$ cat src/rtl/fpnew_pkg.sv
// Shared FPU definitions: format count, status flags and a wrap-around index helper
// used by the round-robin arbiters.
package fpnew_pkg;

    localparam int unsigned NUM_FP_FORMATS = 5;

    typedef struct packed {
        logic NV;
        logic DZ;
        logic OF;
        logic UF;
        logic NX;
    } status_t;

    function automatic int unsigned rr_next(input int unsigned idx, input int unsigned n);
        return (idx >= n - 1) ? 0 : idx + 1;
    endfunction

endpackage

$ cat src/rtl/fpnew_rr_lock_arbiter.sv
// Round-robin arbiter with grant lock: once an offered output is stalled, the
// grant is frozen on that requester until the downstream accepts it.
module fpnew_rr_lock_arbiter
    import fpnew_pkg::*;
#(
    parameter int unsigned NumReq = 5,
    parameter type data_t = logic,
    localparam int unsigned IdxWidth = $clog2(NumReq)
) (
    input  logic                clk_i,
    input  logic                rst_i,
    input  logic                flush_i,
    input  logic [NumReq-1:0]   req_valid_i,
    output logic [NumReq-1:0]   req_ready_o,
    input  data_t               req_data_i [NumReq],
    output data_t               out_data_o,
    output logic [IdxWidth-1:0] out_idx_o,
    output logic                out_valid_o,
    input  logic                out_ready_i
);

    logic [IdxWidth-1:0] rr_ptr_q, lock_idx_q, grant;
    logic                lock_q;
    int                  cand;

    always_comb begin
        grant = '0;
        cand  = 0;
        if (lock_q) begin
            grant = lock_idx_q;
        end else begin
            // Walk from the farthest offset back so the nearest valid requester wins.
            for (int i = int'(NumReq) - 1; i >= 0; i--) begin
                cand = int'(rr_ptr_q) + i;
                if (cand >= int'(NumReq)) cand = cand - int'(NumReq);
                if (req_valid_i[IdxWidth'(cand)]) grant = IdxWidth'(cand);
            end
        end
        out_valid_o        = (|req_valid_i) & ~flush_i & ~rst_i;
        req_ready_o        = '0;
        req_ready_o[grant] = out_ready_i & ~flush_i & ~rst_i;
        out_data_o         = req_data_i[grant];
        out_idx_o          = grant;
    end

    always_ff @(posedge clk_i) begin
        if (rst_i || flush_i) begin
            rr_ptr_q   <= '0;
            lock_q     <= 1'b0;
            lock_idx_q <= '0;
        end else if (out_valid_o) begin
            if (out_ready_i) begin
                lock_q   <= 1'b0;
                rr_ptr_q <= IdxWidth'(rr_next(32'(grant), NumReq));
            end else begin
                lock_q     <= 1'b1;
                lock_idx_q <= grant;
            end
        end
    end

endmodule

$ cat src/rtl/fpnew_opgroup_fmt_sched.sv
// Per-format dispatch, in-flight limiting and result merging for one opgroup's
// format slices.
module fpnew_opgroup_fmt_sched
    import fpnew_pkg::*;
#(
    parameter int unsigned NumSlices   = NUM_FP_FORMATS,
    parameter int unsigned Width       = 64,
    parameter int unsigned MaxInFlight = 8,
    parameter type         TagType     = logic,
    localparam int unsigned IdxWidth   = $clog2(NumSlices)
) (
    input  logic                 clk_i,
    input  logic                 rst_i,
    input  logic                 in_valid_i,
    input  logic [IdxWidth-1:0]  in_fmt_i,
    output logic                 in_ready_o,
    input  logic                 flush_i,
    output logic [NumSlices-1:0] slice_in_valid_o,
    input  logic [NumSlices-1:0] slice_in_ready_i,
    input  logic [Width-1:0]     slice_result_i [NumSlices],
    input  status_t              slice_status_i [NumSlices],
    input  logic [NumSlices-1:0] slice_ext_bit_i,
    input  TagType               slice_tag_i [NumSlices],
    input  logic [NumSlices-1:0] slice_out_valid_i,
    output logic [NumSlices-1:0] slice_out_ready_o,
    output logic [Width-1:0]     result_o,
    output status_t              status_o,
    output logic                 extension_bit_o,
    output TagType               tag_o,
    output logic [IdxWidth-1:0]  out_idx_o,
    output logic                 out_valid_o,
    input  logic                 out_ready_i,
    output logic                 busy_o
);

    localparam int unsigned CntWidth = $clog2(MaxInFlight + 1);

    typedef struct packed {
        logic [Width-1:0] result;
        status_t          status;
        logic             ext;
        TagType           tag;
    } payload_t;

    logic [CntWidth-1:0] cnt_q;
    logic                full, fmt_ok, accept_ok, in_fire, out_fire;
    payload_t            payload [NumSlices];
    payload_t            out_payload;

    assign full      = (cnt_q == CntWidth'(MaxInFlight));
    assign fmt_ok    = (32'(in_fmt_i) < NumSlices);
    assign accept_ok = ~full & ~flush_i & ~rst_i;
    assign in_ready_o = fmt_ok & slice_in_ready_i[in_fmt_i] & accept_ok;
    assign in_fire   = in_valid_i & in_ready_o;
    assign out_fire  = out_valid_o & out_ready_i;
    assign busy_o    = (cnt_q != '0);

    generate
        for (genvar gi = 0; gi < int'(NumSlices); gi++) begin : g_slice
            assign slice_in_valid_o[gi] = in_valid_i & (in_fmt_i == IdxWidth'(gi)) & accept_ok;
            assign payload[gi] = '{slice_result_i[gi], slice_status_i[gi],
                                   slice_ext_bit_i[gi], slice_tag_i[gi]};
        end
    endgenerate

    fpnew_rr_lock_arbiter #(
        .NumReq (NumSlices),
        .data_t (payload_t)
    ) u_arb (
        .clk_i       (clk_i),
        .rst_i       (rst_i),
        .flush_i     (flush_i),
        .req_valid_i (slice_out_valid_i),
        .req_ready_o (slice_out_ready_o),
        .req_data_i  (payload),
        .out_data_o  (out_payload),
        .out_idx_o   (out_idx_o),
        .out_valid_o (out_valid_o),
        .out_ready_i (out_ready_i)
    );

    assign result_o        = out_payload.result;
    assign status_o        = out_payload.status;
    assign extension_bit_o = out_payload.ext;
    assign tag_o           = out_payload.tag;

    // Full blocks input outright, so the counter cannot pass MaxInFlight.
    always_ff @(posedge clk_i) begin
        if (rst_i || flush_i) begin
            cnt_q <= '0;
        end else if (in_fire && !out_fire) begin
            cnt_q <= cnt_q + 1'b1;
        end else if (out_fire && !in_fire && cnt_q != '0) begin
            cnt_q <= cnt_q - 1'b1;
        end
    end

`ifndef SYNTHESIS
    fmt_in_range: assert property (@(posedge clk_i) disable iff (rst_i)
        in_valid_i |-> (32'(in_fmt_i) < NumSlices));
    no_cnt_underflow: assert property (@(posedge clk_i) disable iff (rst_i)
        out_fire |-> (cnt_q != '0));
`endif

endmodule

$ cat config.mk
export PLATFORM = sky130hd
export DESIGN_NAME = fpnew_opgroup_fmt_sched
export DESIGN_NICKNAME = d
export VERILOG_FILES = /design/src/rtl/fpnew_pkg.sv /design/src/rtl/fpnew_rr_lock_arbiter.sv /design/src/rtl/fpnew_opgroup_fmt_sched.sv
export SDC_FILE = /design/constraint.sdc
export NUM_CORES = 1
export LEC_CHECK = 0
export BUFFER_PORTS_ARGS = -buffer_cell sky130_fd_sc_hd__clkbuf_2
export CAP_MARGIN = 20
export CORE_AREA = 2 2 177 179
export CTS_CLUSTER_DIAMETER = 120
export CTS_CLUSTER_SIZE = 25
export DETAILED_ROUTE_END_ITERATION = 6
export DIE_AREA = 0 0 179 181
export GPL_ROUTABILITY_DRIVEN = 0
export SLEW_MARGIN = 20
export SYNTH_ARGS = -nofsm -noshare
export SYNTH_HDL_FRONTEND = slang
export SYNTH_SLANG_ARGS = --single-unit
$ cat constraint.sdc
create_clock -name clk_i -period 4.1 [get_ports clk_i]
set_input_delay 0.205 -clock clk_i [delete_from_list [all_inputs] [get_ports clk_i]]
set_output_delay 0.205 -clock clk_i [all_outputs]
set_load 0.05 [all_outputs]
=== Word-level counts from Yosys, hierarchy flattened ===
Index checks and enable logic that the tools add are counted.

* Add/subtract/negate cells: 12
* Magnitude comparators: 16
* Equality and inequality tests: 5
* Multiplexer cells: 42
* Bitwise gates (word level): 26
* Reductions and logical operators: 13

{| class="wikitable"
|+ Operator list
! cell !! number
|-
| binary-select mux 71 bit (select 3 bit) || 1
|-
| 2-to-1 mux 71 bit || 2
|-
| 2-to-1 mux 3 bit || 17
|-
| < comparator 3 x 5 -> 1 bit (second input constant) || 5
|-
| bitwise AND 1 bit || 20
|-
| binary-select mux 1 bit (select 3 bit) || 6
|-
| >= comparator 4 x 3 -> 1 bit (second input constant) || 4
|-
| subtractor 3 bit (second input constant) || 5
|-
| 2-to-1 mux 1 bit || 13
|-
| adder 3 x 2 -> 4 bit (second input constant) || 2
|-
| < comparator 3 x 4 -> 1 bit (second input constant) || 2
|-
| 2-to-1 mux 4 bit || 2
|-
| equality test 3 x 2 -> 1 bit (second input constant) || 2
|-
| >= comparator 3 bit (second input constant) || 2
|-
| bitwise AND 5 bit || 1
|-
| OR reduction 5 bit || 1
|-
| adder 3 x 1 -> 4 bit (second input constant) || 1
|-
| adder 3 x 3 -> 4 bit (second input constant) || 1
|-
| adder 4 x 1 -> 4 bit (second input constant) || 1
|-
| equality test 4 bit (second input constant) || 1
|-
| >= comparator 4 bit (second input constant) || 1
|-
| logical AND 1 bit || 4
|-
| inverter 1 bit || 4
|-
| inverter 3 -> 4 bit || 1
|-
| other kinds (13) || 15
|}

* Register bits after elaboration: 11
* Output and inout port bits: 87
* Word-level logic and storage cells: 118

=== Longest topological paths before layout ===
* Depth after elaboration: 18
* Depth in mapped cells: 18

=== Hierarchy ===
A second synthesis with hierarchy kept.

* Cells, all modules: 817
* Area total of the unflattened synthesis: 4824.6 um^2

{| class="wikitable"
|+ By module, submodules not included
! module !! instances !! cells each !! area each (um^2) !! sequential area each (um^2)
|-
| fpnew_rr_lock_arbiter || 1 || 763 || 4331.7 || 140.1
|-
| fpnew_opgroup_fmt_sched || 1 || 54 || 493.0 || 80.1
|}

=== Worst setup path before layout ===
Ideal clock, no wire load.

* Kind: register to output
* Start point: register u_arb.rr_ptr_q[1]
* End point: output slice_out_ready_o[4]
* Data arrival time: 4.718 ns
* Setup slack: -0.823 ns
* Stages on the path, launching flop included: 13
* Path buffers: 3
* Cell sequence: dfxtp_1 -> clkbuf_1 -> inv_1 -> ha_1 -> buf_2 -> mux4_2 -> mux2_2 -> o2bb2ai_1 -> nand2b_1 -> a2111oi_1 -> a211oi_2 -> clkbuf_1 -> nor4_1

* Longest elaborated chain between the ends: 18
* Elaborated cells on any way between the ends: 51
* Classes of those cells: 9 x add/sub; 7 x order compare; 33 x mux; 1 x bitwise; 1 x reduce/logical

{| class="wikitable"
|+ Ends and longest elaborated chain
! what !! line !! text
|-
| start, declared || fpnew_rr_lock_arbiter.sv:22 || <nowiki>logic [IdxWidth-1:0] rr_ptr_q, lock_idx_q, grant;</nowiki>
|-
| start signal, assigned || fpnew_rr_lock_arbiter.sv:54 || <nowiki>rr_ptr_q <= IdxWidth'(rr_next(32'(grant), NumReq));</nowiki>
|-
| adder 3 x 3 -> 4 bit || fpnew_rr_lock_arbiter.sv:34 || <nowiki>cand = int'(rr_ptr_q) + i;</nowiki>
|-
| >= comparator 4 x 3 -> 1 bit or subtractor 3 bit (tied branches) || fpnew_rr_lock_arbiter.sv:35 || <nowiki>if (cand >= int'(NumReq)) cand = cand - int'(NumReq);</nowiki>
|-
| 2-to-1 mux 3 bit || fpnew_rr_lock_arbiter.sv:35 ||
|-
| 2-to-1 mux 3 bit || fpnew_rr_lock_arbiter.sv:29 || <nowiki>if (lock_q) begin</nowiki>
|-
| binary-select mux 1 bit (select 3 bit) || fpnew_rr_lock_arbiter.sv:36 || <nowiki>if (req_valid_i[IdxWidth'(cand)]) grant = IdxWidth'(cand);</nowiki>
|-
| 2-to-1 mux 1 bit (not written as such) (2 in series) || fpnew_rr_lock_arbiter.sv:36 ||
|-
| 2-to-1 mux 3 bit (4 in series) || fpnew_rr_lock_arbiter.sv:36 ||
|-
| 2-to-1 mux 3 bit (*) || fpnew_rr_lock_arbiter.sv:36 ||
|-
| 2-to-1 mux 3 bit (*) || fpnew_rr_lock_arbiter.sv:29 ||
|-
| via out_idx_o[1] || fpnew_opgroup_fmt_sched.sv:30 || <nowiki>output logic [IdxWidth-1:0] out_idx_o,</nowiki>
|-
| < comparator 3 x 4 -> 1 bit (not written as such) or >= comparator 3 x 1 -> 1 bit (tied branches) || fpnew_rr_lock_arbiter.sv:41 || <nowiki>req_ready_o[grant] = out_ready_i & ~flush_i & ~rst_i;</nowiki>
|-
| logical AND 1 bit (not written as such) || fpnew_rr_lock_arbiter.sv:41 ||
|-
| 2-to-1 mux 1 bit (not written as such) || fpnew_rr_lock_arbiter.sv:41 ||
|-
| demux 1 bit (select 3 bit) (*) || -- ||
|-
| bitwise AND 5 bit (no line) (*) || -- ||
|-
| end, declared || fpnew_opgroup_fmt_sched.sv:25 || <nowiki>output logic [NumSlices-1:0] slice_out_ready_o,</nowiki>
|}

Mark *: on every way through the listed nets, which the timed path passes. The rest lies on a longest branch. The select of a mux whose other input is x is not followed.

=== Worst setup path in the final report ===
* Start point: register u_arb.rr_ptr_q[0]
* End point: output result_o[52]

* Longest elaborated chain between the ends: 17
* Elaborated cells on any way between the ends: 49
* Classes of those cells: 9 x add/sub; 5 x order compare; 34 x mux; 1 x bitwise

{| class="wikitable"
|+ Ends and longest elaborated chain
! what !! line !! text
|-
| adder 3 x 3 -> 4 bit || fpnew_rr_lock_arbiter.sv:34 ||
|-
| >= comparator 4 x 3 -> 1 bit or subtractor 3 bit (tied branches) || fpnew_rr_lock_arbiter.sv:35 ||
|-
| 2-to-1 mux 3 bit || fpnew_rr_lock_arbiter.sv:35 ||
|-
| 2-to-1 mux 3 bit || fpnew_rr_lock_arbiter.sv:29 ||
|-
| binary-select mux 1 bit (select 3 bit) || fpnew_rr_lock_arbiter.sv:36 ||
|-
| 2-to-1 mux 1 bit (not written as such) (2 in series) || fpnew_rr_lock_arbiter.sv:36 ||
|-
| 2-to-1 mux 3 bit (4 in series) || fpnew_rr_lock_arbiter.sv:36 ||
|-
| 2-to-1 mux 3 bit (*) || fpnew_rr_lock_arbiter.sv:36 ||
|-
| 2-to-1 mux 3 bit (*) || fpnew_rr_lock_arbiter.sv:29 ||
|-
| inverter 3 -> 4 bit (not written as such) (*) || fpnew_rr_lock_arbiter.sv:42 || <nowiki>out_data_o = req_data_i[grant];</nowiki>
|-
| binary-select mux 71 bit (select 3 bit) (*) || fpnew_rr_lock_arbiter.sv:42 ||
|-
| 2-to-1 mux 71 bit (not written as such) (*) (2 in series) || fpnew_rr_lock_arbiter.sv:42 ||
|-
| end, declared || fpnew_opgroup_fmt_sched.sv:26 || <nowiki>output logic [Width-1:0] result_o,</nowiki>
|}

Every way passes the cells marked *; elsewhere a longest branch is shown, timed or not. The select of a mux whose other input is x is not followed.

==> impl_metrics.env <==
export IMPL_syn_inst=587
export IMPL_synth_edf_count=0
export IMPL_wl_per_cell_um=21.7
export IMPL_core_area_mm2=0.0303
export IMPL_dp_cells=1422
export IMPL_cts_root_buf="clkbuf_16"
export IMPL_async_flop_share=0
export IMPL_antenna_found_initial=7
export IMPL_finalCritPeriodShare=0.976
export IMPL_muxShareOfSynthArea=0.332
export IMPL_rsz0062_at_grt="yes"
export IMPL_finalCriticalPeriod_ns=4.00
export IMPL_postLayoutCellArea_mm2=0.00949
export IMPL_synth_avg_cell_area_um2=8.47
export IMPL_synth_simple_gate_area_frac=0.234
export IMPL_switching_power_w=0.00154
export IMPL_ys_ff_latch=11
export IMPL_p_comb_frac=0.898
export IMPL_ir_worst_vdd_uv=241
export IMPL_power_density_mw_per_mm2=302
export IMPL_syn_nets=974
export IMPL_synth_cell_types=68
export IMPL_drc_errors=0
export IMPL_cts_inserted_buffers=3
export IMPL_clkSlewWorstSetupHoldPaths_ns=0.04
export IMPL_critPathCaptureType="primary output"
export IMPL_synth_fa_ha_area_frac=0.0382
export IMPL_drt_initial_drc_count=525
export IMPL_grt_overflow_total=0
export IMPL_switching_share=0.539
export IMPL_skew_ns=0.00323
export IMPL_dp_hpwl_mm=23.4
export IMPL_rows=64
export IMPL_synth_top_family_by_area="multiplexers"
export IMPL_syn_area_mm2=0.00497
export IMPL_tns_ns=0
export IMPL_die_width_um=179
export IMPL_cts_tree="yes"
export IMPL_path_class="flip-flop to primary output"
export IMPL_layout_drive_gt1_share=0.649
export IMPL_chipHeight_um=181
export IMPL_intPower_w=0.00132
export IMPL_placed_area_mm2=0.00824
export IMPL_required_ns=3.89
export IMPL_syn2layout_area_growth_pct=90.9
export IMPL_clock_path_buffers=2
export IMPL_htree_levels=1
export IMPL_cts_hold_fix_buffers=0
export IMPL_final_nets=1441
export IMPL_grt_pass1_vias=7001
export IMPL_crit_path_start_kind="flip-flop"
export IMPL_vias=7269
export IMPL_initial_utilization=0.164
export IMPL_rrSetupSlack_ns=0.50
export IMPL_grt_start_max_net_pins=52
export IMPL_status="complete, no violations"
export IMPL_arrival_ns=3.80
export IMPL_synth_xor_area_frac=0.0106
export IMPL_die_area_mm2=0.0324
export IMPL_final_antenna_net_count=0
export IMPL_synth_compound_area_frac=0.247
export IMPL_final_cells=1454
export IMPL_viasPerCell=5.00
export IMPL_yosysSeqAreaShare=0.0443
export IMPL_grt_total_usage=0.177
export IMPL_setup_viol=0
export IMPL_power_share_clock=0.063
export IMPL_grt_pass1_wl_mm=43.4
export IMPL_io_pins=460
export IMPL_hold_viol_final=0
export IMPL_clk_latency_ns=0.24
export IMPL_p_leak_nw=4.49
export IMPL_first_pass_iters=5
export IMPL_yosysWarningCount=0
export IMPL_slew_limit_headroom=0.666
export IMPL_timing_final_max_slew_violations=0
export IMPL_io_buffers=459
export IMPL_min_path_type="primary input to flip-flop"
export IMPL_p_seq_frac=0.039
export IMPL_cap_violations=0
export IMPL_routed_wl_mm=31.5
export IMPL_max_freq_mhz=250
export IMPL_cts_sinks=11
export IMPL_total_power_w=0.00287
export IMPL_cp_max_fo=7
export IMPL_worst_pin_slew_ns=0.499
export IMPL_ys_flop_type="dfxtp_1"
-- through the flow --
step	util	worst slack, ns	hold slack (ns)
2_1_floorplan	-	-0.397	0.406
6_report	0.313	0.0974	0.350
4_1_cts	0.298	0.00183	0.347
3_5_place_dp	0.272	0.0308	0.476
3_3_place_gp	0.272	0.0680	0.465
5_1_grt	0.313	-0.0594	0.369
-- worst max-delay path: stages, from the launching register on --
cell and delay (ns):
dfxtp_1 0.36, inv_2 0.08, ha_4 0.31, buf_4 0.12, mux4_2 0.27, mux2_2 0.31
o2bb2ai_1 0.19, nand2b_1 0.22, a2111oi_2 0.29, buf_4 0.17, a211oi_4 0.03, buf_6 0.16
or2_4 0.31, bufbuf_16 0.30, o221ai_2 0.23, buf_8 0.19
-- registers in the layout, summed over array words and instances, names as in the netlist --
signal and flops:
cnt_q 4, u_arb.lock_idx_q 3, u_arb.rr_ptr_q 3, u_arb.lock_q 1
-- metal layers --
layer,track usage,part of all wire
met1,0.220,0.40
met2,0.314,0.50
met3,0.0328,0.079
met4,0.0380,0.020
met5,0,0.00041
-- area by class of cell --
type	instances	area, um2
fill	3178	20900
multi-input combinational	497	5040
timing repair buffer	530	3600
tap	396	495
sequential	11	220
clock buffer	4	78.8
inverter	11	41.3
antenna	5	12.5
-- synthesized netlist by cell type (3+ instances only) --
master      n  share of area
buf_2      21          0.021
buf_4       3         0.0045
mux2_2      3         0.0068
clkbuf_1   29          0.022
buf_6      16          0.036
o22ai_1     4         0.0050
o221ai_2   10          0.030
nand2_1    14          0.011
o211ai_1    4         0.0060
and3_1      3         0.0038
a211oi_1    6         0.0091
inv_1       7         0.0053
xnor2_1     6          0.011
nand4b_1   71           0.13
a21o_1      5         0.0075
or3_1       3         0.0038
mux2i_1   148           0.30
nand3_1     6         0.0060
inv_2       4         0.0030
nor2_1     22          0.017
a31oi_1     5         0.0063
nor3_1      5         0.0050
nor2b_1     6         0.0075
ha_1       12          0.030
mux4_2      6          0.027
o21ai_0    11          0.011
o221ai_1   63           0.11
a21oi_1    18          0.018
or2_2       3         0.0038
dfxtp_1    11          0.044
nor4_1      3         0.0038
and2_1      4         0.0050
nand2b_1   11          0.014
-- placed cells by master, fill, tap and decap left out, drive strengths merged, types with 12 or more instances in the layout --
| cell type | netlist | final |
|---|---|---|
| nand2 | 15 | 15 |
| nand4b | 71 | 71 |
| nor2 | 22 | 22 |
| a21oi | 19 | 19 |
| ha | 12 | 12 |
| clkbuf | 29 | 429 |
| mux2i | 148 | 148 |
| buf | 42 | 102 |
| o221ai | 73 | 73 |
-- logic make-up after synthesis --
group,Yosys count
buffers and inverters,82
multiplexers,157
XOR/XNOR,6
AND/OR/NAND/NOR,167
AO/OA/AOI/OAI,150
flip-flops,11
adder cells (fa/ha/maj),14
-- path summary, 6_finish.rpt --
check / from / depth (start not counted) / endpoint
worst max-delay path: u_arb.rr_ptr_q[0] / 15 / result_o[52]
worst min register to register: cnt_q[3] / 1 / cnt_q[3]
worst min-delay path: out_ready_i / 3 / u_arb.lock_idx_q[2]
worst max register to register: u_arb.rr_ptr_q[1] / 16 / u_arb.rr_ptr_q[1]
-- power by group through the flow --
stage          combinational, W  sequential, W  clock, W
2_1_floorplan           0.00150       0.000113         0
3_3_place_gp            0.00210       0.000113         0
3_5_place_dp            0.00212       0.000113         0
4_1_cts                 0.00244       0.000112  0.000188
5_1_grt                 0.00269       0.000112  0.000196
6_report                0.00257       0.000112  0.000181
-- what timing repair did --
item / in CTS / in global routing
endpoints found under the setup margin: 74 / 76
gates resized for setup: 117 / 117
setup buffers: 7 / 5
pin swaps: 4 / 4
gates cloned: 9 / 3
Power figures use the tool's default switching activity.
